## config.mk

```make
export PLATFORM = sky130hd
export DESIGN_NAME = alu_operand_stage_flat
export DESIGN_NICKNAME = d
export VERILOG_FILES = /design/src/rtl/alu_operand_if.sv /design/src/rtl/alu_operand_stage.sv /design/src/flat_wrapper.sv
export SDC_FILE = /design/constraint.sdc
export NUM_CORES = 1
export LEC_CHECK = 0
export ABC_AREA = 1
export BUFFER_PORTS_ARGS = -buffer_cell sky130_fd_sc_hd__buf_2
export CORE_MARGIN = 3
export CORE_UTILIZATION = 25
export DETAILED_ROUTE_END_ITERATION = 7
export RECOVER_POWER = 100
export SYNTH_ARGS = -nofsm -noshare
export SYNTH_HDL_FRONTEND = slang
export SYNTH_SLANG_ARGS = --single-unit
```

## constraint.sdc

```tcl
create_clock -name clk -period 1.95 [get_ports clk]
set_input_delay 0.2925 -clock clk [delete_from_list [all_inputs] [get_ports clk]]
set_output_delay 0.2925 -clock clk [all_outputs]
set_load 0.02 [all_outputs]
```

## src/rtl/alu_operand_if.sv

```systemverilog
// alu_operand_if: groups the decode-side offer, the forwarding buses and the
// ALU-side outputs of alu_operand_stage. The master modport is the
// surrounding pipeline. The slave modport is the operand stage.
// Data buses are [0:XLEN-1] with bit 0 as the MSB.
interface alu_operand_if #(
  parameter int XLEN = 32,
  parameter int RIDX = 5
);
  // decode side
  logic            in_valid;
  logic            in_ready;
  logic [0:XLEN-1] rs1_val;
  logic [0:XLEN-1] rs2_val;
  logic [RIDX-1:0] rs1_idx;
  logic [RIDX-1:0] rs2_idx;
  logic [RIDX-1:0] rd_idx;
  logic [0:15]     imm;
  logic            use_imm;
  logic            imm_sext;
  logic [0:3]      ctrl_in;
  logic            flush;
  // forwarding sources
  logic            exm_wen;
  logic [RIDX-1:0] exm_rd;
  logic [0:XLEN-1] exm_result;
  logic            mwb_wen;
  logic [RIDX-1:0] mwb_rd;
  logic [0:XLEN-1] mwb_result;
  // ALU side
  logic            out_valid;
  logic            out_ready;
  logic [0:XLEN-1] alu_a;
  logic [0:XLEN-1] alu_b;
  logic [0:3]      alu_ctrl;
  logic [RIDX-1:0] out_rd;

  modport master (
    output in_valid, rs1_val, rs2_val, rs1_idx, rs2_idx, rd_idx,
           imm, use_imm, imm_sext, ctrl_in, flush,
           exm_wen, exm_rd, exm_result, mwb_wen, mwb_rd, mwb_result,
           out_ready,
    input  in_ready, out_valid, alu_a, alu_b, alu_ctrl, out_rd
  );

  modport slave (
    input  in_valid, rs1_val, rs2_val, rs1_idx, rs2_idx, rd_idx,
           imm, use_imm, imm_sext, ctrl_in, flush,
           exm_wen, exm_rd, exm_result, mwb_wen, mwb_rd, mwb_result,
           out_ready,
    output in_ready, out_valid, alu_a, alu_b, alu_ctrl, out_rd
  );
endinterface

```

## src/rtl/alu_operand_stage.sv

```systemverilog
// alu_operand_stage: decode -> ALU pipeline register with immediate select,
// EX/MEM and MEM/WB operand forwarding, and a valid/ready handshake with
// stall and flush.
// Build option: define ALU_OPERAND_FWD_EN to compile in the forwarding muxes
// and the hold refresh. When it is undefined, the ALU operands are the stored
// values, the exm_*/mwb_* inputs are ignored, and decode must stall on hazards.
module alu_operand_stage #(
  parameter int XLEN = 32,
  parameter int RIDX = 5
) (
  input  logic          clk,
  input  logic          rst_n,
  alu_operand_if.slave  bus
);

  logic            r_valid;
  logic [0:XLEN-1] r_a;
  logic [0:XLEN-1] r_b;
  logic [RIDX-1:0] r_rs1_idx;
  logic [RIDX-1:0] r_rs2_idx;
  logic [RIDX-1:0] r_rd;
  logic [0:3]      r_ctrl;

  logic            w_in_ready;
  logic            w_capture;
  logic [0:XLEN-1] w_imm_ext;
  logic [0:XLEN-1] w_b_src;
  logic [0:XLEN-1] w_fwd_a;
  logic [0:XLEN-1] w_fwd_b;

  assign w_in_ready = !r_valid || bus.out_ready;
  assign w_capture  = bus.in_valid && w_in_ready && !bus.flush;

  // Immediate extension and B-source select. imm[0] is the immediate's MSB.
  always_comb begin
    // NOTE: every always_comb output is given a default first, so no path can leave it unassigned and infer a latch.
    w_imm_ext = {{(XLEN-16){bus.imm_sext & bus.imm[0]}}, bus.imm};
    w_b_src   = bus.use_imm ? w_imm_ext : bus.rs2_val;
  end

`ifdef ALU_OPERAND_FWD_EN
  // Per-operand forwarding. EX/MEM is newer than MEM/WB, so it wins. Index 0 is never forwarded.
  always_comb begin
    w_fwd_a = r_a;
    w_fwd_b = r_b;
    if (bus.exm_wen && (bus.exm_rd == r_rs1_idx) && (r_rs1_idx != '0))
      w_fwd_a = bus.exm_result;
    else if (bus.mwb_wen && (bus.mwb_rd == r_rs1_idx) && (r_rs1_idx != '0))
      w_fwd_a = bus.mwb_result;
    if (bus.exm_wen && (bus.exm_rd == r_rs2_idx) && (r_rs2_idx != '0))
      w_fwd_b = bus.exm_result;
    else if (bus.mwb_wen && (bus.mwb_rd == r_rs2_idx) && (r_rs2_idx != '0))
      w_fwd_b = bus.mwb_result;
  end
`else
  // Without forwarding the ALU sees the stored operands unchanged.
  always_comb begin
    w_fwd_a = r_a;
    w_fwd_b = r_b;
  end
`endif

  // Pipeline register: flush beats capture. Otherwise retire on acceptance, or refresh operands while stalled.
  always_ff @(posedge clk or negedge rst_n) begin
    // NOTE: the operands are reset along with the control bits, because alu_a/alu_b are visible outputs while out_valid=0.
    if (!rst_n) begin
      r_valid   <= 1'b0;
      r_a       <= '0;
      r_b       <= '0;
      r_rs1_idx <= '0;
      r_rs2_idx <= '0;
      r_rd      <= '0;
      r_ctrl    <= 4'b0000;
    end else if (bus.flush) begin
      // NOTE: sequential state uses non-blocking assignments, so every register samples pre-edge values.
      r_valid <= 1'b0;
    end else if (w_capture) begin
      r_valid   <= 1'b1;
      r_a       <= bus.rs1_val;
      r_b       <= w_b_src;
      r_rs1_idx <= bus.rs1_idx;
      // An immediate B must never match a forwarding destination.
      r_rs2_idx <= bus.use_imm ? '0 : bus.rs2_idx;
      r_rd      <= bus.rd_idx;
      r_ctrl    <= bus.ctrl_in;
    end else if (r_valid && bus.out_ready) begin
      r_valid <= 1'b0;
    end
`ifdef ALU_OPERAND_FWD_EN
    else if (r_valid) begin
      // Stalled: latch the forwarded value before its producer leaves the bus.
      r_a <= w_fwd_a;
      r_b <= w_fwd_b;
    end
`endif
  end

  assign bus.in_ready  = w_in_ready;
  assign bus.out_valid = r_valid;
  assign bus.alu_a     = w_fwd_a;
  assign bus.alu_b     = w_fwd_b;
  assign bus.alu_ctrl  = r_ctrl;
  assign bus.out_rd    = r_rd;

endmodule

```

## src/flat_wrapper.sv

```systemverilog
// flat-port wrapper written by rule: the top's interface ports become plain ports
module alu_operand_stage_flat 
#(
  parameter int XLEN = 32,
  parameter int RIDX = 5
)
  (clk, rst_n, bus_in_valid, bus_rs1_val, bus_rs2_val, bus_rs1_idx, bus_rs2_idx, bus_rd_idx, bus_imm, bus_use_imm, bus_imm_sext, bus_ctrl_in, bus_flush, bus_exm_wen, bus_exm_rd, bus_exm_result, bus_mwb_wen, bus_mwb_rd, bus_mwb_result, bus_out_ready, bus_in_ready, bus_out_valid, bus_alu_a, bus_alu_b, bus_alu_ctrl, bus_out_rd);
  alu_operand_if #(.XLEN(XLEN), .RIDX(RIDX)) bus_i ();
  input  logic clk;
  input  logic rst_n;
  input wire logic [$bits(bus_i.in_valid)-1:0] bus_in_valid;
  input wire logic [$bits(bus_i.rs1_val)-1:0] bus_rs1_val;
  input wire logic [$bits(bus_i.rs2_val)-1:0] bus_rs2_val;
  input wire logic [$bits(bus_i.rs1_idx)-1:0] bus_rs1_idx;
  input wire logic [$bits(bus_i.rs2_idx)-1:0] bus_rs2_idx;
  input wire logic [$bits(bus_i.rd_idx)-1:0] bus_rd_idx;
  input wire logic [$bits(bus_i.imm)-1:0] bus_imm;
  input wire logic [$bits(bus_i.use_imm)-1:0] bus_use_imm;
  input wire logic [$bits(bus_i.imm_sext)-1:0] bus_imm_sext;
  input wire logic [$bits(bus_i.ctrl_in)-1:0] bus_ctrl_in;
  input wire logic [$bits(bus_i.flush)-1:0] bus_flush;
  input wire logic [$bits(bus_i.exm_wen)-1:0] bus_exm_wen;
  input wire logic [$bits(bus_i.exm_rd)-1:0] bus_exm_rd;
  input wire logic [$bits(bus_i.exm_result)-1:0] bus_exm_result;
  input wire logic [$bits(bus_i.mwb_wen)-1:0] bus_mwb_wen;
  input wire logic [$bits(bus_i.mwb_rd)-1:0] bus_mwb_rd;
  input wire logic [$bits(bus_i.mwb_result)-1:0] bus_mwb_result;
  input wire logic [$bits(bus_i.out_ready)-1:0] bus_out_ready;
  output wire logic [$bits(bus_i.in_ready)-1:0] bus_in_ready;
  output wire logic [$bits(bus_i.out_valid)-1:0] bus_out_valid;
  output wire logic [$bits(bus_i.alu_a)-1:0] bus_alu_a;
  output wire logic [$bits(bus_i.alu_b)-1:0] bus_alu_b;
  output wire logic [$bits(bus_i.alu_ctrl)-1:0] bus_alu_ctrl;
  output wire logic [$bits(bus_i.out_rd)-1:0] bus_out_rd;
  assign bus_i.in_valid = bus_in_valid;
  assign bus_i.rs1_val = bus_rs1_val;
  assign bus_i.rs2_val = bus_rs2_val;
  assign bus_i.rs1_idx = bus_rs1_idx;
  assign bus_i.rs2_idx = bus_rs2_idx;
  assign bus_i.rd_idx = bus_rd_idx;
  assign bus_i.imm = bus_imm;
  assign bus_i.use_imm = bus_use_imm;
  assign bus_i.imm_sext = bus_imm_sext;
  assign bus_i.ctrl_in = bus_ctrl_in;
  assign bus_i.flush = bus_flush;
  assign bus_i.exm_wen = bus_exm_wen;
  assign bus_i.exm_rd = bus_exm_rd;
  assign bus_i.exm_result = bus_exm_result;
  assign bus_i.mwb_wen = bus_mwb_wen;
  assign bus_i.mwb_rd = bus_mwb_rd;
  assign bus_i.mwb_result = bus_mwb_result;
  assign bus_i.out_ready = bus_out_ready;
  assign bus_in_ready = bus_i.in_ready;
  assign bus_out_valid = bus_i.out_valid;
  assign bus_alu_a = bus_i.alu_a;
  assign bus_alu_b = bus_i.alu_b;
  assign bus_alu_ctrl = bus_i.alu_ctrl;
  assign bus_out_rd = bus_i.out_rd;
  alu_operand_stage #(.XLEN(XLEN), .RIDX(RIDX)) u_core (.clk(clk), .rst_n(rst_n), .bus(bus_i));
endmodule
```

## After elaboration in Yosys (flattened, before gate mapping)

Index checks and enable logic that the tools add are counted.

- Add/subtract/negate cells: 0
- Multiply operators: 0
- Divide/modulo/power cells: 0
- $lt $le $gt $ge: 0
- Equal/unequal tests: 0
- Shift-type cells: 0
- Multiplexer cells: 4
- Bitwise logic cells: 2
- Reductions and logical operators: 8

Operators with widths:

| operator | count |
|---|---|
| $mux W32 | 1 |
| $logic_and A1 B1 Y1 | 3 |
| $mux W1 | 3 |
| $reduce_bool A3 Y1 | 1 |
| $logic_not A1 Y1 | 2 |
| $reduce_and A2 Y1 | 1 |
| $and A1 B1 Y1 | 1 |
| $logic_or A1 B1 Y1 | 1 |
| $not A1 Y1 | 1 |

- Register bits: 74
- Latch bits: 0
- Memory bits (writable): 0
- Memory bits (read-only): 0
- Bits of input ports: 182
- Output and inout bits: 75
- Logic and storage cells: 19
- Memories: 0

## Depth between registers and ports, before layout

Gate-level depths: netlist (run 1).

- Word-level depth: 6
- Mapped depth: 7
- Mapped depth without buffers: 5

## Worst setup path after synthesis (run 1)

No wires, ideal clock.

- Path type: flip-flop to output port
- Start: register u_core.r_valid (netlist: u_core.bus.out_valid)
- End: output port bus_in_ready
- Arrival: 0.874 ns
- Required time: 1.657 ns
- Setup slack: 0.783 ns
- Stages on the path, launching flop included: 3
- Buffers on the path: 1
- Cells stage by stage: dfrtp_1 > nand2_2 > buf_2

- Longest elaborated chain between the ends: 2

Ends and longest elaborated chain:

| what | line | RTL |
|---|---|---|
| start: declaration | alu_operand_stage.sv:16 | `logic r_valid;` |
| start signal: assignment | alu_operand_stage.sv:67 | `r_valid <= 1'b0;` |
| start signal: assignment | alu_operand_stage.sv:76 | `r_valid <= 1'b0;` |
| start signal: assignment | alu_operand_stage.sv:78 | `r_valid <= 1'b1;` |
| $logic_not A1 Y1 | alu_operand_stage.sv:31 | `assign w_in_ready = !r_valid \|\| bus.out_ready;` |
| $logic_or A1 B1 Y1 | alu_operand_stage.sv:31 |  |
| end: declaration | flat_wrapper.sv:29 | `output wire logic [$bits(bus_i.in_ready)-1:0] bus_in_ready;` |

No other way between the ends.

## Worst setup path in the final report (run 1)

Ends and elaborated chain as after synthesis.

==> results of run 1 <==
==> area by class of cell <==
type | count | area [µm²]
fillers | 1350 | 7851
flip-flops and latches | 74 | 1852
multi-input cells | 307 | 1231
repair buffers | 177 | 807.0
clock buffers | 10 | 239.0
well taps | 168 | 210.2
clock inverters | 5 | 102.6
inverters | 5 | 18.77
==> synth_stat cells <==
cell type / count / area, µm²
nor2_4: 1 / 11.26
buf_4: 4 / 30.03
a21oi_1: 1 / 5.000
nand2_1: 259 / 972.2
inv_1: 2 / 7.510
nand3_1: 41 / 205.2
buf_2: 20 / 100.1
inv_2: 3 / 11.26
nor2_2: 1 / 6.260
nand3_2: 1 / 10.01
nand2_2: 1 / 6.260
nor2_1: 1 / 3.750
dfrtp_1: 74 / 1852
nand2_4: 1 / 11.26
==> through the flow <==
stage / hold WS, ns / utilization, % / instances
after global routing: 0.1515 / 36.23 / 746
final: 0.1825 / 36.23 / 746
after CTS: 0.1630 / 37.15 / 746
after detailed placement: 0.09023 / 34.30 / 730
after floorplan: -0.003091 / - / 410
after global placement: 0.09123 / 34.30 / 730
==> worst max-delay path by stage <==
stage	depth (start not counted)	endpoint	slack [ns]	start
after floorplan	2	bus_in_ready	0.78	u_core.bus.out_valid
after global placement	5	bus_in_ready	0.49	bus_out_ready
after detailed placement	5	bus_in_ready	0.47	bus_out_ready
after CTS	3	bus_in_ready	0.13	u_core.bus.out_valid
after global routing	3	bus_in_ready	0.04	u_core.bus.out_valid
final	3	bus_in_ready	0.14	u_core.bus.out_valid
==> routing by layer <==
metal	part of all wire [%]	vias up	wire length, µm
met5	0	-	0
met4	0.89	0	80
met3	8.3	9	746
met2	46	112	4157
met1	44	1446	3960
li1	-	1582	-
==> registers in the layout, indices dropped and copies added (netlist names) <==
signal                cells
u_core.bus.alu_b         32
u_core.bus.out_rd         5
u_core.bus.alu_a         32
u_core.bus.out_valid      1
u_core.bus.alu_ctrl       4
==> cell families after synthesis <==
| family | synth area share [%] |
|---|---|
| compound gates | 0.1547 |
| buf+inv | 4.607 |
| flops | 57.30 |
| simple gates | 37.94 |
==> report_power, final <==
part / leakage [nW] / total [mW] / internal, mW / switching (mW)
Combinational: 1.41 / 0.953 / 0.284 / 0.669
Clock: 0.165 / 1.89 / 1.27 / 0.611
Sequential: 0.926 / 1.89 / 1.76 / 0.126
Total: 2.50 / 4.73 / 3.32 / 1.41
==> timing repair <==
item                      CTS  global route
hold buffers                1             0
hold endpoints to repair   41             0
setup buffers               0             0
==> flow_summary.toml, run 1 <==
[outcome]
status = "complete, no violations"

[critical_path]
timing.rr.end = "u_core.bus.alu_b[20]"
critPathKind = "reg -> out"
r2r-start = "u_core.bus.out_valid"
endpoint_kind = "output pin"
worst_setup_path_start_kind = "flop"
rr_worst_depth = 4
worst-path-buf-inv = 2
cp_top_family = "buffers and inverters"
required_ns = 1.66
crit_path_top_delay_cell = "buf_4"
cp_cell_sequence = "nand2_2 > buf_4 > clkbuf_2"
max_stage_delay_ns = 0.42
crit_fanout = 43
r2r_slack_ns = 0.56
critPathArrivalTime_ns = 1.52

[routing]
drt_iter0_drc = 186
drt_wl_total_mm = 8.944
vias = 3149
vias_per_cell = 4.221
drt_pass1_iterations = 4
drc = 0
post_drt_wl_per_cell_um = 11.99
postRouteAntennaNets = 0

[layout]
nets = 756
area_growth_pct = 38.02
layout_common_cells = "nand2_1, buf_2, clkbuf_1, dfrtp_1, nand3_1"
design_area_um2 = 4461
antenna_cells = 0
layout_commonest_cell = "nand2_1"
drive_gt1_share_pct = 21.45

[min_path]
min-delay-start = "bus_flush"
worstHoldEndpoint = "u_core.bus.out_valid"
holdPathStages = 2
min_path_type = "in -> reg"

[floorplanning]
fp.dieH_um = 119.7
dieArea_um2 = 14330
rows = 40
io_pins = 257
coreArea_um2 = 12310
die_w_um = 119.7
initial_core_util_pct = 26.25

[cts]
worstSkewPairLatency_ns = 0.33
numCtsBuffers = 9
cts_tree = "built"
cts_resized = 0
clk_pin_slew_worst_paths_ns = 0.05
cts_sinks = 74
clockBufferDepth = 2
cts-root-buf = "clkbuf_16"
htree_levels = 3

[logic_synthesis]
ys_seq_elements = 74
netlist_instances = 410
synth_nets = 592
ys_seq_area_share_pct = 57.30
yosysWarnings = 0
syn_avg_cell_area_um2 = 7.883
netlist_area_um2 = 3232
synth.distinct_cells = 14

[pwr]
powerDensity_nw_per_um2 = 1059
finalPower_mw = 4.725
irDropWorstVdd_uv = 416.9
power_leakage_nw = 2.500

[timing]
rsz0062_at_grt = "no"
period_share_pct = 93.05
worst_slew_pin_slew_ns = 0.9851
slew_violations = 0
worst_clock_skew_ns = 0.004527
fin_tns_setup_ns = 0
setup_ws_ns = 0.1354
hold_violations = 0
fin_crit_ns = 1.815
slew_headroom_pct = 34.32
setup_viol = 0
fmax_mhz = 551.1

[grt]
grt_use_met1_pct = 15.19
grt_overflow = 0
track_usage_pct = 12.72
busiest_layer = "met2"
grt_pass1_wl_mm = 14.57
antenna_found_initial = 0
grt_max_degree = 74
use_met3_pct = 5.796
grt_pass1_vias = 3053
grt_util_met2_pct = 20.97

[placed_design]
io_buffers = 170
gp_congestion = 0.7201
place_area_um2 = 4223
pre_cts_ws_ns = 0.4738
hpwl_mm = 6.333

[flow_run]
drv_cap = 0
(Power assumes the default switching activity.)
==> run 2, diff against run 1 <==
- ABC_AREA: 1 -> unset
==> run 2 against run 1 <==
Compared with the run above: sequential power grew 3%; worst hold slack lost 0.018 ns; clock skew is essentially flat; largest cell class unchanged.
==> flow_summary.toml, run 2 <==
[placed_design]
dp_cells = 553
io_buffers = 170
hpwl_mm = 5.953
place_area_um2 = 4462
gp_congestion = 0.6895

[cts]
cts_sinks = 74
worstSkewPairLatency_ns = 0.33
cts_tree = "built"
htree_levels = 3
clockBufferDepth = 2
numCtsBuffers = 9
clk_pin_slew_worst_paths_ns = 0.06
postCtsSetupBuffers = 0
cts-root-buf = "clkbuf_16"

[floorplanning]
coreArea_um2 = 13450
io_pins = 257
dieArea_um2 = 15400
initial_core_util_pct = 25.92
fp.dieH_um = 124.1
rows = 42
die_w_um = 124.1

[logic_synthesis]
synth_nets = 396
synth.distinct_cells = 13
ys_seq_area_share_pct = 53.10
synth.most_common_cell = "dfrtp_1"
yosysWarnings = 0
synthTopCellsByCount = "dfrtp_1, mux2_4, mux2_2, inv_1, o21ai_0"
yosys.area.top_type = "dfrtp_1"
async_flop_share_pct = 100.0
synth_edf_count = 0
netlist_area_um2 = 3487
ys_seq_elements = 74
netlist_instances = 214
synth_ff_type = "dfrtp_1"
syn_avg_cell_area_um2 = 16.29
synth_top_area_share_pct = 53.10
synth_area_leaders = "dfrtp_1, mux2_4, mux2_2, buf_12, o21ai_0"

[grt]
grt_pass1_wl_mm = 12.23
use_met3_pct = 2.906
grt_max_degree = 45
grt_overflow = 0
antenna_found_initial = 1
grt_pass1_vias = 2407
grt_util_met2_pct = 16.05
track_usage_pct = 10.50
grt_use_met1_pct = 13.24
busiest_layer = "met2"

[layout]
drive_gt1_share_pct = 35.28
layout_common_cells = "buf_2, clkbuf_1, dfrtp_1, mux2_1, mux2_2"
multiInputGateArea_um2 = 1131
area_growth_pct = 27.27
seq_area_um2 = 1852
finalNonFillerCells = 571
layout_commonest_cell = "buf_2"
design_area_um2 = 4438
nets = 571
fillCellCount = 1466

[timing]
hold_violations = 0
hold_slack_ns = 0.1642
rsz0062_at_grt = "no"
fmax_mhz = 594.9
period_share_pct = 86.20
worst_clock_skew_ns = 0.004586
fin_crit_ns = 1.681
setup_viol = 0
slew_violations = 0
slew_headroom_pct = 39.83
worst_slew_pin_slew_ns = 0.9025
fin_tns_setup_ns = 0

[pwr]
powerDensity_nw_per_um2 = 1072
irDropWorstVdd_uv = 434.4
power_leakage_nw = 2.047

[critical_path]
worst_setup_path_start_kind = "flop"
required_ns = 2.16
critPathArrivalTime_ns = 1.89
r2r-start = "u_core.bus.out_valid"
crit_fanout = 44
critPathKind = "reg -> reg"
worst-path-buf-inv = 1
crit_path_top_delay_cell = "dfrtp_1"
max_stage_delay_ns = 0.39
crit_path_start = "u_core.bus.out_valid"
cp_cell_sequence = "nor2b_1 > nor3b_4 > buf_12 > mux2_1"
cp_top_family = "simple AND/OR/NAND/NOR gates"
endpoint_kind = "flop"

[routing]
drt_iter0_drc = 67
drt_pass1_iterations = 4
vias_per_cell = 4.040
vias = 2307
drt_wl_total_mm = 7.904
postRouteAntennaNets = 0
post_drt_wl_per_cell_um = 13.84
drc = 0

[min_path]
min_path_type = "in -> reg"
min-delay-start = "bus_flush"

[flow_run]
drv_cap = 0

[outcome]
status = "complete, no violations"
-- run 2: cell count changes in the layout (fill, tap and decap cells not counted), sizes merged, moves of 2 or more --
| cell | previous run | this run |
|---|---|---|
| inv | 5 | 18 |
| buf | 98 | 100 |
| nand2 | 261 | 0 |
| nand3 | 42 | 1 |
| o21ai | 0 | 16 |
| mux2 | 0 | 89 |
| clkbuf | 88 | 86 |
-- run 2: area by class of cell --
class	instances	share of cell area [%]
Antenna cell	1	0.05639
Clock buffer	10	5.159
Clock inverter	6	2.030
Inverter	17	1.438
Multi-Input combinational cell	110	25.49
Sequential cell	74	41.73
Tap cell	176	4.962
Timing Repair Buffer	177	19.14
-- run 2: layer usage --
| layer | vias to the layer above | share of wire [%] |
|---|---|---|
| met5 | - | 0 |
| met3 | 15 | 7.2 |
| met2 | 89 | 49 |
| met4 | 0 | 2.8 |
| li1 | 1089 | - |
| met1 | 1114 | 41 |
-- run 2: metrics by stage --
stage	util [%]	worst slack [ns]	power, mW
floorplan	-	0.4108	2.860
global placement	33.17	0.2695	3.319
detailed placement	33.17	0.2403	3.344
CTS	35.61	0.2641	5.172
global route	32.99	0.2103	5.043
finish	32.99	0.2692	4.759
-- run 2: final timing paths --
| kind | end | slack (ns) | cells past startpoint |
|---|---|---|---|
| setup / recovery | u_core.bus.alu_b[19] | 0.27 | 4 |
| hold / removal | u_core.bus.out_valid | 0.16 | 2 |
| setup reg to reg | u_core.bus.alu_b[19] | 0.27 | 4 |
| hold reg to reg | u_core.bus.alu_b[15] | 0.49 | 1 |
| max in group asynchronous | u_core.bus.alu_b[25] | 0.58 | 3 |
| min in group asynchronous | u_core.bus.alu_a[30] | 0.65 | 2 |
-- run 2: power by group --
| group | leakage (nW) | switching (mW) | internal, mW | total, mW |
|---|---|---|---|---|
| combinational | 1.01 | 0.655 | 0.389 | 1.04 |
| clock | 0.153 | 0.641 | 1.12 | 1.77 |
| sequential | 0.883 | 0.141 | 1.81 | 1.95 |
| total | 2.05 | 1.44 | 3.32 | 4.76 |
-- run 2: what timing repair did --
item,4_1_cts,5_1_grt
resized for setup,0,0
hold buffers,1,0
endpoints found under the hold margin,34,0
-- run 2: kinds of logic after synthesis --
family	synth area share, %
AOI/OAI and AO/OA	2.296
buffers and inverters	7.212
DFF	53.10
muxes	36.28
and+or+nand+nor	1.112
